==> config.mk <==
export PLATFORM = sky130hd
export DESIGN_NAME = decoder_scan_flat
export DESIGN_NICKNAME = d
export VERILOG_FILES = /design/src/rtl/decoder_pkg.sv /design/src/rtl/decoder_scan_if.sv /design/src/rtl/decoder_onehot.sv /design/src/rtl/decoder_scan.sv /design/src/flat_wrapper.sv
export SDC_FILE = /design/constraint.sdc
export NUM_CORES = 1
export LEC_CHECK = 0
export CAP_MARGIN = 20
export CORE_MARGIN = 4
export CORE_UTILIZATION = 30
export CTS_BUF_LIST = sky130_fd_sc_hd__clkbuf_4 sky130_fd_sc_hd__clkbuf_8
export CTS_CLUSTER_DIAMETER = 30
export DETAILED_ROUTE_END_ITERATION = 6
export GPL_TIMING_DRIVEN = 1
export PLACE_DENSITY = 0.51
export SKIP_CTS_REPAIR_TIMING = 1
export SYNTH_ARGS = -nofsm -noshare
export SYNTH_HDL_FRONTEND = slang
export SYNTH_HIERARCHICAL = 1
export SYNTH_SLANG_ARGS = --single-unit
==> constraint.sdc <==
create_clock -name clk -period 2.71 [get_ports clk]
set_input_delay 0.271 -clock clk [delete_from_list [all_inputs] [get_ports clk]]
set_output_delay 0.271 -clock clk [all_outputs]
set_load 0.02 [all_outputs]
==> src/rtl/decoder_pkg.sv <==
// Shared types and helpers for the one-hot decoder / scan sequencer.
package decoder_pkg;

    localparam int unsigned MAX_SEL_W = 8;
    localparam int unsigned MAX_OUTS  = 1 << MAX_SEL_W;

    localparam logic MODE_DIRECT = 1'b0;
    localparam logic MODE_SCAN   = 1'b1;

    typedef enum logic [1:0] {
        ST_OFF    = 2'd0,
        ST_DIRECT = 2'd1,
        ST_SCAN   = 2'd2
    } state_t;

    // Widest one-hot; callers truncate to their own 2**SEL_W outputs.
    function automatic logic [MAX_OUTS-1:0] onehot(input logic [MAX_SEL_W-1:0] idx);
        logic [MAX_OUTS-1:0] v;
        v      = '0;
        v[idx] = 1'b1;
        return v;
    endfunction

endpackage

==> src/rtl/decoder_scan_if.sv <==
// Control and decoded-output bundle between a controller and decoder_scan.
interface decoder_scan_if #(
    parameter int unsigned SEL_W   = 3,
    parameter int unsigned DWELL_W = 4
);
    logic                    en;
    logic                    mode;
    logic [SEL_W-1:0]        sel;
    logic                    load;
    logic [DWELL_W-1:0]      dwell;
    logic [(1<<SEL_W)-1:0]   y;
    logic [SEL_W-1:0]        idx;
    logic                    wrap;

    modport master (output en, mode, sel, load, dwell, input y, idx, wrap);
    modport slave  (input en, mode, sel, load, dwell, output y, idx, wrap);
endinterface

==> src/rtl/decoder_onehot.sv <==
// Combinational binary-to-one-hot decoder with enable, any select width.
module decoder_onehot
    import decoder_pkg::*;
#(
    parameter int unsigned SEL_W = 3
) (
    input  logic [SEL_W-1:0]      sel,
    input  logic                  en,
    output logic [(1<<SEL_W)-1:0] y_c
);
    localparam int unsigned OUTS = 1 << SEL_W;

    always_comb begin
        y_c = '0;
        if (en) y_c = OUTS'(onehot(MAX_SEL_W'(sel)));
    end
endmodule

==> src/rtl/decoder_scan.sv <==
// Registered one-hot decoder with OFF / DIRECT / round-robin SCAN modes.
module decoder_scan
    import decoder_pkg::*;
#(
    parameter int unsigned SEL_W   = 3,
    parameter int unsigned DWELL_W = 4
) (
    input  logic           clk,
    input  logic           rst,
    decoder_scan_if.slave  bus
);
    localparam int unsigned OUTS = 1 << SEL_W;

    state_t               state_q, state_d;
    logic [SEL_W-1:0]     idx_q, idx_d;
    logic [DWELL_W-1:0]   cnt_q, cnt_d;
    logic                 wrap_q, wrap_d;
    logic [OUTS-1:0]      y_q, y_d;
    logic                 dec_en;

    always_ff @(posedge clk or posedge rst) begin
        if (rst) begin
            state_q <= ST_OFF;
            idx_q   <= '0;
            cnt_q   <= '0;
            wrap_q  <= 1'b0;
            y_q     <= '0;
        end else begin
            state_q <= state_d;
            idx_q   <= idx_d;
            cnt_q   <= cnt_d;
            wrap_q  <= wrap_d;
            y_q     <= y_d;
        end
    end

    // Next state, next index/counter and decoder enable.
    always_comb begin
        state_d = state_q;
        idx_d   = idx_q;
        cnt_d   = cnt_q;
        wrap_d  = 1'b0;
        dec_en  = 1'b0;

        if (!bus.en)                     state_d = ST_OFF;
        else if (bus.mode == MODE_SCAN)  state_d = ST_SCAN;
        else                             state_d = ST_DIRECT;

        case (state_d)
            ST_DIRECT: begin
                idx_d  = bus.sel;
                cnt_d  = '0;
                dec_en = 1'b1;
            end
            ST_SCAN: begin
                dec_en = 1'b1;
                if (state_q != ST_SCAN || bus.load) begin
                    idx_d = bus.sel;
                    cnt_d = '0;
                end else if (cnt_q >= bus.dwell) begin
                    // >= so a live dwell reduction steps immediately
                    cnt_d  = '0;
                    idx_d  = idx_q + SEL_W'(1);
                    wrap_d = (idx_q == SEL_W'(OUTS - 1));
                end else begin
                    cnt_d = cnt_q + DWELL_W'(1);
                end
            end
            default: ;
        endcase
    end

    decoder_onehot #(.SEL_W(SEL_W)) u_onehot (
        .sel (idx_d),
        .en  (dec_en),
        .y_c (y_d)
    );

    assign bus.y    = y_q;
    assign bus.idx  = idx_q;
    assign bus.wrap = wrap_q;

endmodule

==> src/flat_wrapper.sv <==
// flat-port wrapper written by rule: the top's interface ports become plain ports
module decoder_scan_flat import decoder_pkg::*;
#(
    parameter int unsigned SEL_W   = 3,
    parameter int unsigned DWELL_W = 4
)
  (clk, rst, bus_en, bus_mode, bus_sel, bus_load, bus_dwell, bus_y, bus_idx, bus_wrap);
  decoder_scan_if #(.SEL_W(SEL_W), .DWELL_W(DWELL_W)) bus_i ();
  input  logic clk;
  input  logic rst;
  input wire logic [$bits(bus_i.en)-1:0] bus_en;
  input wire logic [$bits(bus_i.mode)-1:0] bus_mode;
  input wire logic [$bits(bus_i.sel)-1:0] bus_sel;
  input wire logic [$bits(bus_i.load)-1:0] bus_load;
  input wire logic [$bits(bus_i.dwell)-1:0] bus_dwell;
  output wire logic [$bits(bus_i.y)-1:0] bus_y;
  output wire logic [$bits(bus_i.idx)-1:0] bus_idx;
  output wire logic [$bits(bus_i.wrap)-1:0] bus_wrap;
  assign bus_i.en = bus_en;
  assign bus_i.mode = bus_mode;
  assign bus_i.sel = bus_sel;
  assign bus_i.load = bus_load;
  assign bus_i.dwell = bus_dwell;
  assign bus_y = bus_i.y;
  assign bus_idx = bus_i.idx;
  assign bus_wrap = bus_i.wrap;
  decoder_scan #(.SEL_W(SEL_W), .DWELL_W(DWELL_W)) u_core (.clk(clk), .rst(rst), .bus(bus_i));
endmodule
======== Word level (Yosys, flattened, before mapping) ========
Index checks and enable logic that the tools add are counted.
operators by class
  add/subtract/negate cells ............... 2
  order comparisons ....................... 3
  equality and inequality tests ........... 4
  muxes and demuxes ....................... 15
  reduce and logical (&&, ||, !) cells .... 4
operators by type and width
  cell                                                                number
  less-than comparator 3 x 9 -> 1 bit (second input constant)         1
  two-way mux 4 bit                                                   2
  two-way mux 8 bit                                                   1
  case mux 4 bit (2 select lines)                                     1
  two-way mux 3 bit                                                   2
  case mux 3 bit (2 select lines)                                     1
  two-way mux 1 bit                                                   5
  adder 4 x 1 -> 4 bit (second input constant)                        1
  greater-or-equal comparator 4 bit                                   1
  two-way mux 2 bit                                                   2
  adder 3 x 1 -> 3 bit (second input constant)                        1
  demux 1 bit (select 3 bit)                                          1
  == test 3 bit (second input constant)                               1
  greater-or-equal comparator 3 x 1 -> 1 bit (second input constant)  1
  == test 2 x 1 -> 1 bit (second input constant)                      1
  == test 2 bit (second input constant)                               1
  != test 2 bit (second input constant)                               1
  nonzero test 2 bit                                                  1
  OR reduction 2 bit                                                  1
  logical AND 1 bit                                                   1
  logical OR 1 bit                                                    1
word-level totals
  register bits ........................... 18
  input bits .............................. 12
  output and inout port bits .............. 12
  word-level logic and storage cells ...... 33

======== Logic depth before layout (Yosys ltp) ========
Gate-level depths: netlist of the first run.
  word-level depth ........................ 9
  gate-level depth with buffers ........... 7
  depth with buffers taken out ............ 7

======== Modules after synthesis ========
Netlist of the first run, hierarchy kept.
by module, submodules not included
  module          times used  cells an instance  area an instance (µm²)  sequential area each (µm²)
  decoder_scan    1           73                 829.5                   450.4
  decoder_onehot  1           8                  96.3                    0.0

======== Worst setup path after synthesis of the first run ========
No wires, ideal clock.
  path type ............................... reg2reg
  start ................................... register u_core.cnt_q[0]
  end ..................................... register u_core.y_q[5] (netlist: u_core/bus.y[5])
  setup time .............................. 0.122 ns
  arrival ................................. 2.109 ns
  slack ................................... 0.479 ns
  cell stages (with the launch flop) ...... 8
  buffers on the path ..................... 0
  period minus slack after synthesis ...... 2.231 ns
  cells stage by stage .................... dfrtp_1 inv_1 ha_1 or3b_1 a211o_2 a221oi_1 o21ai_1 and4b_2
on the way
  cells in the longest elaborated chain, start to end .. 9
ends and longest elaborated chain
  element                                                                                                                         line                  text
  start, declared                                                                                                                 decoder_scan.sv:16    logic [DWELL_W-1:0] cnt_q, cnt_d;
  start signal, assigned                                                                                                          decoder_scan.sv:31    cnt_q <= cnt_d;
  greater-or-equal comparator 4 bit (*)                                                                                           decoder_scan.sv:60    end else if (cnt_q >= bus.dwell) begin
  two-way mux 3 bit (*)                                                                                                           decoder_scan.sv:60
  two-way mux 3 bit (*)                                                                                                           decoder_scan.sv:57    if (state_q != ST_SCAN || bus.load) begin
  case mux 3 bit (2 select lines) (*)                                                                                             decoder_scan.sv:49    case (state_d)
  via u_core.idx_d[2]                                                                                                             decoder_scan.sv:15    logic [SEL_W-1:0] idx_q, idx_d;
  less-than comparator 3 x 9 -> 1 bit (implied by the code) / greater-or-equal comparator 3 x 1 -> 1 bit (equally long branches)  decoder_pkg.sv:20     v[idx] = 1'b1;
  logical AND 1 bit (implied by the code)                                                                                         decoder_pkg.sv:20
  two-way mux 1 bit (implied by the code)                                                                                         decoder_pkg.sv:20
  demux 1 bit (select 3 bit) (*)                                                                                                  decoder_pkg.sv:20
  two-way mux 8 bit (*)                                                                                                           decoder_onehot.sv:15  if (en) y_c = OUTS'(onehot(MAX_SEL_W'(sel)));
  via u_core.y_d[5]                                                                                                               decoder_scan.sv:18    logic [OUTS-1:0] y_q, y_d;
  end signal, assigned                                                                                                            decoder_scan.sv:33    y_q <= y_d;
  end, declared                                                                                                                   decoder_scan.sv:18
Mark *: on every way through the listed nets, which the timed path passes. The rest lies on a longest branch.
A chain may end at the register's enable or synchronous reset.

======== Worst setup path in the final report of the first run ========
Same ends and word-level chain as after synthesis.

==> qor.tcl, run 1 <==
set qor(outcome) {finished clean}
set qor(drt_pass1_iterations) 4
set qor(post-dp-hpwl_um) 1590
set qor(synth_warnings) 6
set qor(detail_route.vias_per_cell) 5.20
set qor(max_clock_freq_ghz) 0.399
set qor(final-hold-violation-count) 0
set qor(number_of_synthesized_flops_with_an_enable_pin) 0
set qor(syn_to_final_growth_pct) 35.0
set qor(clock-root-buffer) {sky130_fd_sc_hd__clkbuf_4}
set qor(tritoncts) {yes}
set qor(timing.critical_path.buf_inv) 1
set qor(wl_met1_um) 1070
set qor(slowest_stage_cell_cp) {sky130_fd_sc_hd__dfrtp_1}
set qor(ys_top_cells_by_count) {sky130_fd_sc_hd__dfrtp_1, sky130_fd_sc_hd__ha_1, sky130_fd_sc_hd__inv_1, sky130_fd_sc_hd__nor2_1, sky130_fd_sc_hd__nand2_1}
set qor(die_outline_area_um2) 4040
set qor(endpoint_kind) {flip-flop}
set qor(count_of_pins_over_their_slew_limit) 0
set qor(coreArea_um2) 2850
set qor(clock_sink_count) 18
set qor(gpl.final_weighted_congestion) 0.712
set qor(die_span_x_um) 63.6
set qor(synth_simple_gate_area_frac) 0.234
set qor(grt_max_degree) 19
set qor(vias_in_the_first_global_route) 743
set qor(overall_power_mw) 0.577
set qor(cts.clk_slew.worst_paths_ps) 120
set qor(post-synth-top-area-fraction) 0.486
set qor(detail_route.iter0.violations) 21
set qor(synth_top_cells_by_area) {sky130_fd_sc_hd__dfrtp_1, sky130_fd_sc_hd__ha_1, sky130_fd_sc_hd__and4bb_2}
set qor(critPathMaxFanout) 9
set qor(design.final.nets) 130
set qor(cp_data_arrival_time_ps) 2690
set qor(chipHeight_um) 63.6
set qor(synth_seq_cells) 18
set qor(rsz0062_at_grt) {false}
set qor(io_pins) 24
set qor(synthesis.area_um2) 926
set qor(least_setup_slack_across_all_paths_after_layout_ps) 204
set qor(met3WireLength_um) 123
set qor(synthAdderAreaFrac) 0.0946
set qor(leakagePower_nw) 0.595
set qor(final_core_utilization) 0.438
set qor(synth-xor-area-share) 0
set qor(wirelength_um) 2120
set qor(path_class) {flip-flop to flip-flop}
set qor(finalSetupViolations) 0
set qor(grt_usage) 0.112
set qor(post_synth_num_cell_types) 30
set qor(dr_wl_met2_um) 910
set qor(post-place-ws_ps) -63.2
set qor(tns_ps) 0
set qor(cts_htree_levels) 1
set qor(post_synth_inst_count) 81
set qor(synth.most_common_cell) {sky130_fd_sc_hd__dfrtp_1}
set qor(postSynthAreaPerCell_um2) 11.4
set qor(postSynthNetCount) 100
set qor(post-route-period-util) 0.925
set qor(power.ir.vdd_worst_mv) 0.218
set qor(cts-root-to-sink-buffers) 2
set qor(largest_family_of_logic_cells_by_synthesized_area) {simple AND/OR/NAND/NOR gates}
set qor(cts-buffers-inserted) 3
set qor(critical_path.startpoint_type) {flip-flop}
set qor(antenna_violations_before_repair) 0
set qor(synth.yosys.seq_area_share) 0.486
set qor(post-synth-top-area-cell) {sky130_fd_sc_hd__dfrtp_1}
set qor(ant_nets) 0
set qor(cap_viol_max_count) 0
set qor(antenna-diode-count) 0
set qor(ys_async_sr_fraction) 1.00
set qor(post-route-min-period_ps) 2510
set qor(grt_pass1_wl_um) 3590
set qor(fin_skew_ps) 14.3
set qor(worst_margin_slew_ps) 693
set qor(critical_path.cell_chain) {inv_1 -> ha_1 -> or3b_1 -> a211o_2 -> a221oi_1 -> o21ai_1 -> and4b_2}
set qor(mux_share_of_post_synthesis_cell_area) 0.0122
set qor(post_route_cell_area_um2) 1250
set qor(numPortBuffers) 23
set qor(worst_slew_margin_rel) 0.537
set qor(drt_drc_violations_left) 0
set qor(grt.overflow.total) 0
set qor(wire_per_inst_um) 15.1
set qor(dpl-instance-area_um2) 1210
set qor(fp-row-count) 19
set qor(crit_path_max_incr_delay_ps) 410
set qor(drive_above_1_share) 0.173
set qor(family_with_the_most_delay_on_the_worst_path) {compound AO/OA/AOI/OAI gates}
set qor(route.top_layer_used) {met4}
set qor(hold_path.class) {input pin to async pin}
set qor(synth-compound-area-share) 0.145
set qor(synth_top_flop_cell) {sky130_fd_sc_hd__dfrtp_1}
set qor(worst-endpoint-required_ps) 2890
set qor(power_density_nw_per_um2) 462
set qor(routed-via-count) 733
set qor(clk_lat_worst_skew_ps) 300
set qor(start_util) 0.325
-- logic make-up (layout without fill, tap and decap cells) --
group,count (synthesis),in the layout
buf+inv,7,36
mux,1,1
compound gates,18,18
fa+ha+maj,7,7
simple gates,30,30
flops,18,18
-- cell usage in the layout (no fill, tap or decap), drive strengths merged --
master          n
o21ai           4
nand4           1
nor4b           1
inv             6
ha              7
buf             3
nand3           2
and4            1
or3b            2
nor3b           3
and2            3
o211a           1
nand2           4
o211ai          1
mux2            1
and4b           3
a41o            1
clkdlybuf4s50  23
o31ai           1
nor2            6
and3            1
dfrtp          18
a21oi           2
clkbuf          4
a211o           1
a22oi           2
a22o            3
a221oi          2
and4bb          3
-- final timing paths --
kind / cells past startpoint / from / slack, ps / to
min reg2reg: 1 / u_core/cnt_q[3]$_DFFE_PP0N_ / 560 / u_core/cnt_q[3]$_DFFE_PP0N_
max: 7 / u_core/cnt_q[0]$_DFFE_PP0N_ / 200 / u_core/bus.y[5]$_DFF_PP0_
min: 2 / rst / 370 / u_core/bus.wrap$_DFF_PP0_
max reg2reg: 7 / u_core/cnt_q[0]$_DFFE_PP0N_ / 200 / u_core/bus.y[5]$_DFF_PP0_
min in group clk: 1 / u_core/cnt_q[3]$_DFFE_PP0N_ / 560 / u_core/cnt_q[3]$_DFFE_PP0N_
max in group asynchronous: 2 / rst / 1880 / u_core/bus.y[2]$_DFF_PP0_
-- layout make-up --
type,instances,area (um^2)
fillers,266,1600
flip-flops and latches,18,450
multi-input cells,56,449
repair buffers,26,253
well taps,31,38.8
clock buffers,4,36.3
inverters,6,22.5
-- metrics by stage --
stage / hold WS, ps / cells
6_report: 373 / 141
2_1_floorplan: 210 / 81
5_1_grt: 435 / 141
3_5_place_dp: 530 / 137
3_3_place_gp: 513 / 137
4_1_cts: 405 / 141
-- routing by layer --
layer / GRT usage / vias to the layer above
met5: 0 / -
li1: - / 365
met3: 0.0320 / 2
met1: 0.161 / 344
met2: 0.154 / 22
met4: 0.0485 / 0
-- flip-flops by register name, summed over array words and instances, names as in the netlist --
name,count
u_core/bus.y,8
u_core/cnt_q,4
u_core/bus.idx,3
u_core/state_q,2
u_core/bus.wrap,1
-- power by group --
| part | switching, mW | internal (mW) | leakage [nW] |
|---|---|---|---|
| registers | 0.00879 | 0.281 | 0.242 |
| logic | 0.0597 | 0.0594 | 0.332 |
| clock network | 0.0864 | 0.0818 | 0.0210 |
-- worst register-to-register path: cells and delay by family (launching register included) --
kind | cells | cell delay, ps
compound gates | 3 | 930
fa+ha+maj | 1 | 230
buf+inv | 1 | 90
flops | 1 | 410
simple gates | 2 | 720
(Power assumes the default switching activity.)
==> inputs of run 2 (changes only) <==
- CORE_MARGIN: 4 -> 5
- SETUP_SLACK_MARGIN: default -> 0.05
==> run 2 against run 1 <==
Clock power shrank 4%. Non-clock buffer count is the same. Sequential share of layout area shrank 0.072 points. Final area grew 0.20%. Fmax grew 3.3%. Register-to-register slack gained 80 ps. Utilization shrank 2.1 points. Via count grew 0.68%. Power shrank 1.5%. First-iteration DRC count shrank 33%. Wire length shrank 6.5%. Worst setup slack gained 79 ps. Largest power group unchanged.
==> qor.tcl, run 2 (same netlist as run 1, synthesis figures left out) <==
set qor(drt_pass1_iterations) 4
set qor(ant_nets) 0
set qor(hold_path.class) {input pin to async pin}
set qor(multiInputGateArea_um2) 449
set qor(final_core_utilization) 0.417
set qor(endpoint_kind) {flip-flop}
set qor(count_of_pins_over_their_slew_limit) 0
set qor(post-dp-hpwl_um) 1520
set qor(routed-via-count) 738
set qor(io_pins) 24
set qor(coreArea_um2) 3000
set qor(detail_route.iter0.violations) 14
set qor(worst_margin_slew_ps) 679
set qor(clock-root-buffer) {sky130_fd_sc_hd__clkbuf_4}
set qor(die_span_x_um) 65.6
set qor(start_util) 0.308
set qor(largest_register_ffs) 8
set qor(final-hold-violation-count) 0
set qor(grt_pass1_wl_um) 3200
set qor(path_class) {flip-flop to flip-flop}
set qor(tns_ps) 0
set qor(wirelength_um) 1980
set qor(tritoncts) {yes}
set qor(cts-root-to-sink-buffers) 2
set qor(power.ir.vdd_worst_mv) 0.283
set qor(drive_above_1_share) 0.173
set qor(antenna-diode-count) 0
set qor(cts_htree_levels) 1
set qor(finalSetupViolations) 0
set qor(worst_slew_margin_rel) 0.547
set qor(regArea_um2) 450
set qor(cp_data_arrival_time_ps) 2610
set qor(power_density_nw_per_um2) 454
set qor(leakagePower_nw) 0.595
set qor(chipHeight_um) 65.6
set qor(post-route-min-period_ps) 2430
set qor(syn_to_final_growth_pct) 35.3
set qor(wire_per_inst_um) 13.9
set qor(post-route-period-util) 0.895
set qor(cap_viol_max_count) 0
set qor(gpl.final_weighted_congestion) 0.697
set qor(design.final.nets) 130
set qor(critical_path.startpoint_type) {flip-flop}
set qor(outcome) {finished clean}
set qor(worst-endpoint-required_ps) 2900
set qor(fin_skew_ps) 5.18
set qor(clk_lat_worst_skew_ps) 290
set qor(die_outline_area_um2) 4300
set qor(cts.clk_slew.worst_paths_ps) 100
set qor(layout.cells.most_common) {sky130_fd_sc_hd__clkdlybuf4s50_1}
set qor(detail_route.vias_per_cell) 5.16
set qor(grt.overflow.total) 0
set qor(vias_in_the_first_global_route) 712
set qor(fill_cells) 299
set qor(dpl-instance-area_um2) 1220
set qor(max_clock_freq_ghz) 0.412
set qor(clock_sink_count) 18
set qor(grt_usage) 0.0991
set qor(rsz0062_at_grt) {false}
set qor(layout.cells.most_common_list) {sky130_fd_sc_hd__clkdlybuf4s50_1, sky130_fd_sc_hd__dfrtp_1, sky130_fd_sc_hd__ha_1, sky130_fd_sc_hd__inv_1, sky130_fd_sc_hd__nor2_1}
set qor(cts-buffers-inserted) 3
set qor(fp-row-count) 20
set qor(drt_drc_violations_left) 0
set qor(numPortBuffers) 23
set qor(antenna_violations_before_repair) 0
set qor(grt_max_degree) 19
set qor(post_route_cell_area_um2) 1250
set qor(critPathMaxFanout) 9
-- run 2: cell counts in the layout (fill, tap and decap cells not counted) --
Identical to the previous run, type by type.
-- run 2: worst paths after layout --
path,cells after the start,slack (ps),end,start
setup / recovery,7,280,u_core/bus.y[5]$_DFF_PP0_,u_core/cnt_q[0]$_DFFE_PP0N_
hold / removal,2,380,u_core/bus.idx[1]$_DFF_PP0_,rst
setup reg to reg,7,280,u_core/bus.y[5]$_DFF_PP0_,u_core/cnt_q[0]$_DFFE_PP0N_
hold reg to reg,1,540,u_core/cnt_q[3]$_DFFE_PP0N_,u_core/cnt_q[3]$_DFFE_PP0N_
max in group asynchronous,2,1900,u_core/bus.y[7]$_DFF_PP0_,rst
min in group clk,1,540,u_core/cnt_q[3]$_DFFE_PP0N_,u_core/cnt_q[3]$_DFFE_PP0N_
-- run 2: critical path, stage by stage, from the launching register on --
cell	delay [ps]
sky130_fd_sc_hd__dfrtp_1	390
sky130_fd_sc_hd__inv_1	70
sky130_fd_sc_hd__ha_1	260
sky130_fd_sc_hd__or3b_1	390
sky130_fd_sc_hd__a211o_2	330
sky130_fd_sc_hd__a221oi_1	330
sky130_fd_sc_hd__o21ai_1	240
sky130_fd_sc_hd__and4b_2	320
-- run 2: per-stage QoR --
step                std cells  worst slack (ps)  hold WS (ps)  power, mW
floorplan                  81               479           210      0.356
global placement          139              30.6           518      0.413
detailed placement        139              31.6           523      0.414
CTS                       143               298           392      0.582
global route              143               153           426      0.607
finish                    143               283           375      0.569
-- run 2: final cells by class --
class                      instances  share of cell area
tap                               33              0.0330
timing repair buffer              26               0.202
sequential                        18               0.360
multi-input combinational         56               0.359
clock buffer                       4              0.0290
inverter                           6              0.0180
-- run 2: power breakdown --
| group | leakage, nW | internal, mW | switching [mW] |
|---|---|---|---|
| clock network | 0.0210 | 0.0818 | 0.0793 |
| logic | 0.332 | 0.0594 | 0.0580 |
| registers | 0.242 | 0.281 | 0.00901 |
-- run 2: routing by layer --
metal / vias up / part of all wire / GRT usage
met5: - / 0 / 0
met4: 0 / 0.0066 / 0.0311
met3: 2 / 0.035 / 0.0342
met2: 15 / 0.47 / 0.150
met1: 358 / 0.49 / 0.132
li1: 363 / - / -
==> inputs of run 3 (changes only) <==
- GPL_TIMING_DRIVEN: 1 -> 0
==> run 3 against run 2 <==
Global-route usage grew 0.36 points. Count of clock-buffer cells in the layout is the same. Fmax shrank 2.3%. Highest routed layer unchanged. Largest power group unchanged.
==> qor.tcl, run 3 (same netlist as run 1, synthesis figures left out) <==
set qor(grt.overflow.total) 0
set qor(drt_drc_violations_left) 0
set qor(overall_power_mw) 0.570
set qor(cp_data_arrival_time_ps) 2670
set qor(final_core_utilization) 0.412
set qor(combinationalPowerShare) 0.203
set qor(ant_nets) 0
set qor(clock_sink_count) 18
set qor(wirelength_um) 1970
set qor(critical_path.startpoint_type) {flip-flop}
set qor(layout.cells.most_common_list) {sky130_fd_sc_hd__clkdlybuf4s50_1, sky130_fd_sc_hd__dfrtp_1, sky130_fd_sc_hd__ha_1, sky130_fd_sc_hd__inv_1, sky130_fd_sc_hd__nor2_1}
set qor(die_span_x_um) 65.6
set qor(hold_path.class) {input pin to async pin}
set qor(outcome) {finished clean}
set qor(power_density_nw_per_um2) 461
set qor(tritoncts) {yes}
set qor(fill_cells) 295
set qor(family_with_the_most_delay_on_the_worst_path) {compound AO/OA/AOI/OAI gates}
set qor(grt_max_degree) 19
set qor(cts-buffers-inserted) 3
set qor(gpl.final_weighted_congestion) 0.677
set qor(path_class) {flip-flop to flip-flop}
set qor(io_pins) 24
set qor(rsz0062_at_grt) {false}
set qor(switching_share) 0.264
set qor(grt_usage) 0.103
set qor(power_report.internal_total_mw) 0.420
set qor(worst_slew_margin_rel) 0.511
set qor(endpoint_kind) {flip-flop}
set qor(sw_power_mw) 0.150
set qor(fp-row-count) 20
set qor(timing.critical_path.buf_inv) 1
set qor(coreArea_um2) 3000
set qor(antenna_violations_before_repair) 0
set qor(timing.rr.start) {u_core/cnt_q[0]$_DFFE_PP0N_}
set qor(largest_register_ffs) 8
set qor(antenna-diode-count) 0
set qor(tns_ps) 0
set qor(chipHeight_um) 65.6
set qor(cts-root-to-sink-buffers) 2
set qor(clock_power_share) 0.288
set qor(pwr-share-seq) 0.509
set qor(power.ir.vdd_worst_mv) 0.215
set qor(fin_skew_ps) 1.31
set qor(crit_path_max_incr_delay_ps) 410
set qor(detail_route.vias_per_cell) 5.16
set qor(r2r-end) {u_core/bus.y[2]$_DFF_PP0_}
set qor(ff2ff_setup_slack_ps) 230
set qor(design.final.nets) 128
set qor(syn_to_final_growth_pct) 33.6
set qor(leakagePower_nw) 0.582
set qor(cap_viol_max_count) 0
set qor(finalSetupViolations) 0
set qor(numPortBuffers) 23
set qor(clock-root-buffer) {sky130_fd_sc_hd__clkbuf_4}
set qor(vias_in_the_first_global_route) 743
set qor(whs_ps) 373
set qor(cts_htree_levels) 1
set qor(post-dp-hpwl_um) 1520
set qor(final-hold-violation-count) 0
set qor(clk_lat_worst_skew_ps) 290
set qor(critical_path_startpoint) {u_core/cnt_q[0]$_DFFE_PP0N_}
set qor(worst_margin_slew_ps) 731
set qor(critPathMaxFanout) 9
set qor(post-route-period-util) 0.916
set qor(cts.clk_slew.worst_paths_ps) 100
set qor(layout.cells.most_common) {sky130_fd_sc_hd__clkdlybuf4s50_1}
set qor(routed-via-count) 728
set qor(die_outline_area_um2) 4300
set qor(grt_pass1_wl_um) 3410
set qor(detail_route.iter0.violations) 19
set qor(start_util) 0.308
set qor(wire_per_inst_um) 14.0
set qor(reg2regPathDepth) 7
set qor(max_clock_freq_ghz) 0.403
set qor(count_of_pins_over_their_slew_limit) 0
set qor(critical_path.cell_chain) {inv_1 -> ha_1 -> or3b_1 -> a211o_2 -> a221oi_1 -> o21ai_1 -> and4bb_2}
set qor(drt_pass1_iterations) 4
set qor(slowest_stage_cell_cp) {sky130_fd_sc_hd__dfrtp_1}
set qor(worst-endpoint-required_ps) 2900
set qor(post-route-min-period_ps) 2480
set qor(drive_above_1_share) 0.157
==> run 3: worst register-to-register path, delay by kind of cell (launching register included) <==
family,cells,cell delay (ps)
adders and majority gates,1,220
AOI/OAI and AO/OA,3,940
DFF,1,410
buffers and inverters,1,90
and+or+nand+nor,2,720
==> run 3: how the worst max path moves through the flow <==
stage	slack, ps	depth (start not counted)	end
6_report	230	7	u_core/bus.y[2]$_DFF_PP0_
4_1_cts	200	7	u_core/bus.y[0]$_DFF_PP0_
3_5_place_dp	-30	7	u_core/bus.y[5]$_DFF_PP0_
2_1_floorplan	480	7	u_core/bus.y[5]$_DFF_PP0_
5_1_grt	70	7	u_core/bus.y[2]$_DFF_PP0_
3_3_place_gp	-8	7	u_core/bus.y[6]$_DFF_PP0_
==> run 3: area by class of cell <==
cell class              count  area, um^2  share of cell area
plain buffers               1        3.75             0.00303
clock buffers               4        36.3              0.0293
inverters                   6        22.5              0.0182
multi-input cells          56         453               0.366
flip-flops and latches     18         450               0.364
well taps                  33        41.3              0.0334
repair buffers             23         230               0.186
==> run 3: power groups by stage <==
stage          Combinational [mW]  Clock, mW  Sequential (mW)
4_1_cts                     0.115      0.173            0.291
3_3_place_gp                0.114          0            0.296
6_report                    0.116      0.164            0.290
2_1_floorplan              0.0477          0            0.308
5_1_grt                     0.128      0.187            0.292
3_5_place_dp                0.115          0            0.296
==> run 3: per-layer routing <==
layer	global-route usage	wire length (um)	part of all wire	up-vias
met5	0	0	0	-
met4	0.0311	15	0.0076	0
met3	0.0325	76	0.039	2
met2	0.162	906	0.46	11
met1	0.134	976	0.49	355
li1	-	-	-	360
==> run 3: per-stage QoR <==
stage	cell area, um^2	instances	worst slack, ps
2_1_floorplan	926	81	479
3_5_place_dp	1200	137	-32.0
5_1_grt	1240	141	72.3
4_1_cts	1230	141	204
3_3_place_gp	1200	137	-7.90
6_report	1240	141	227
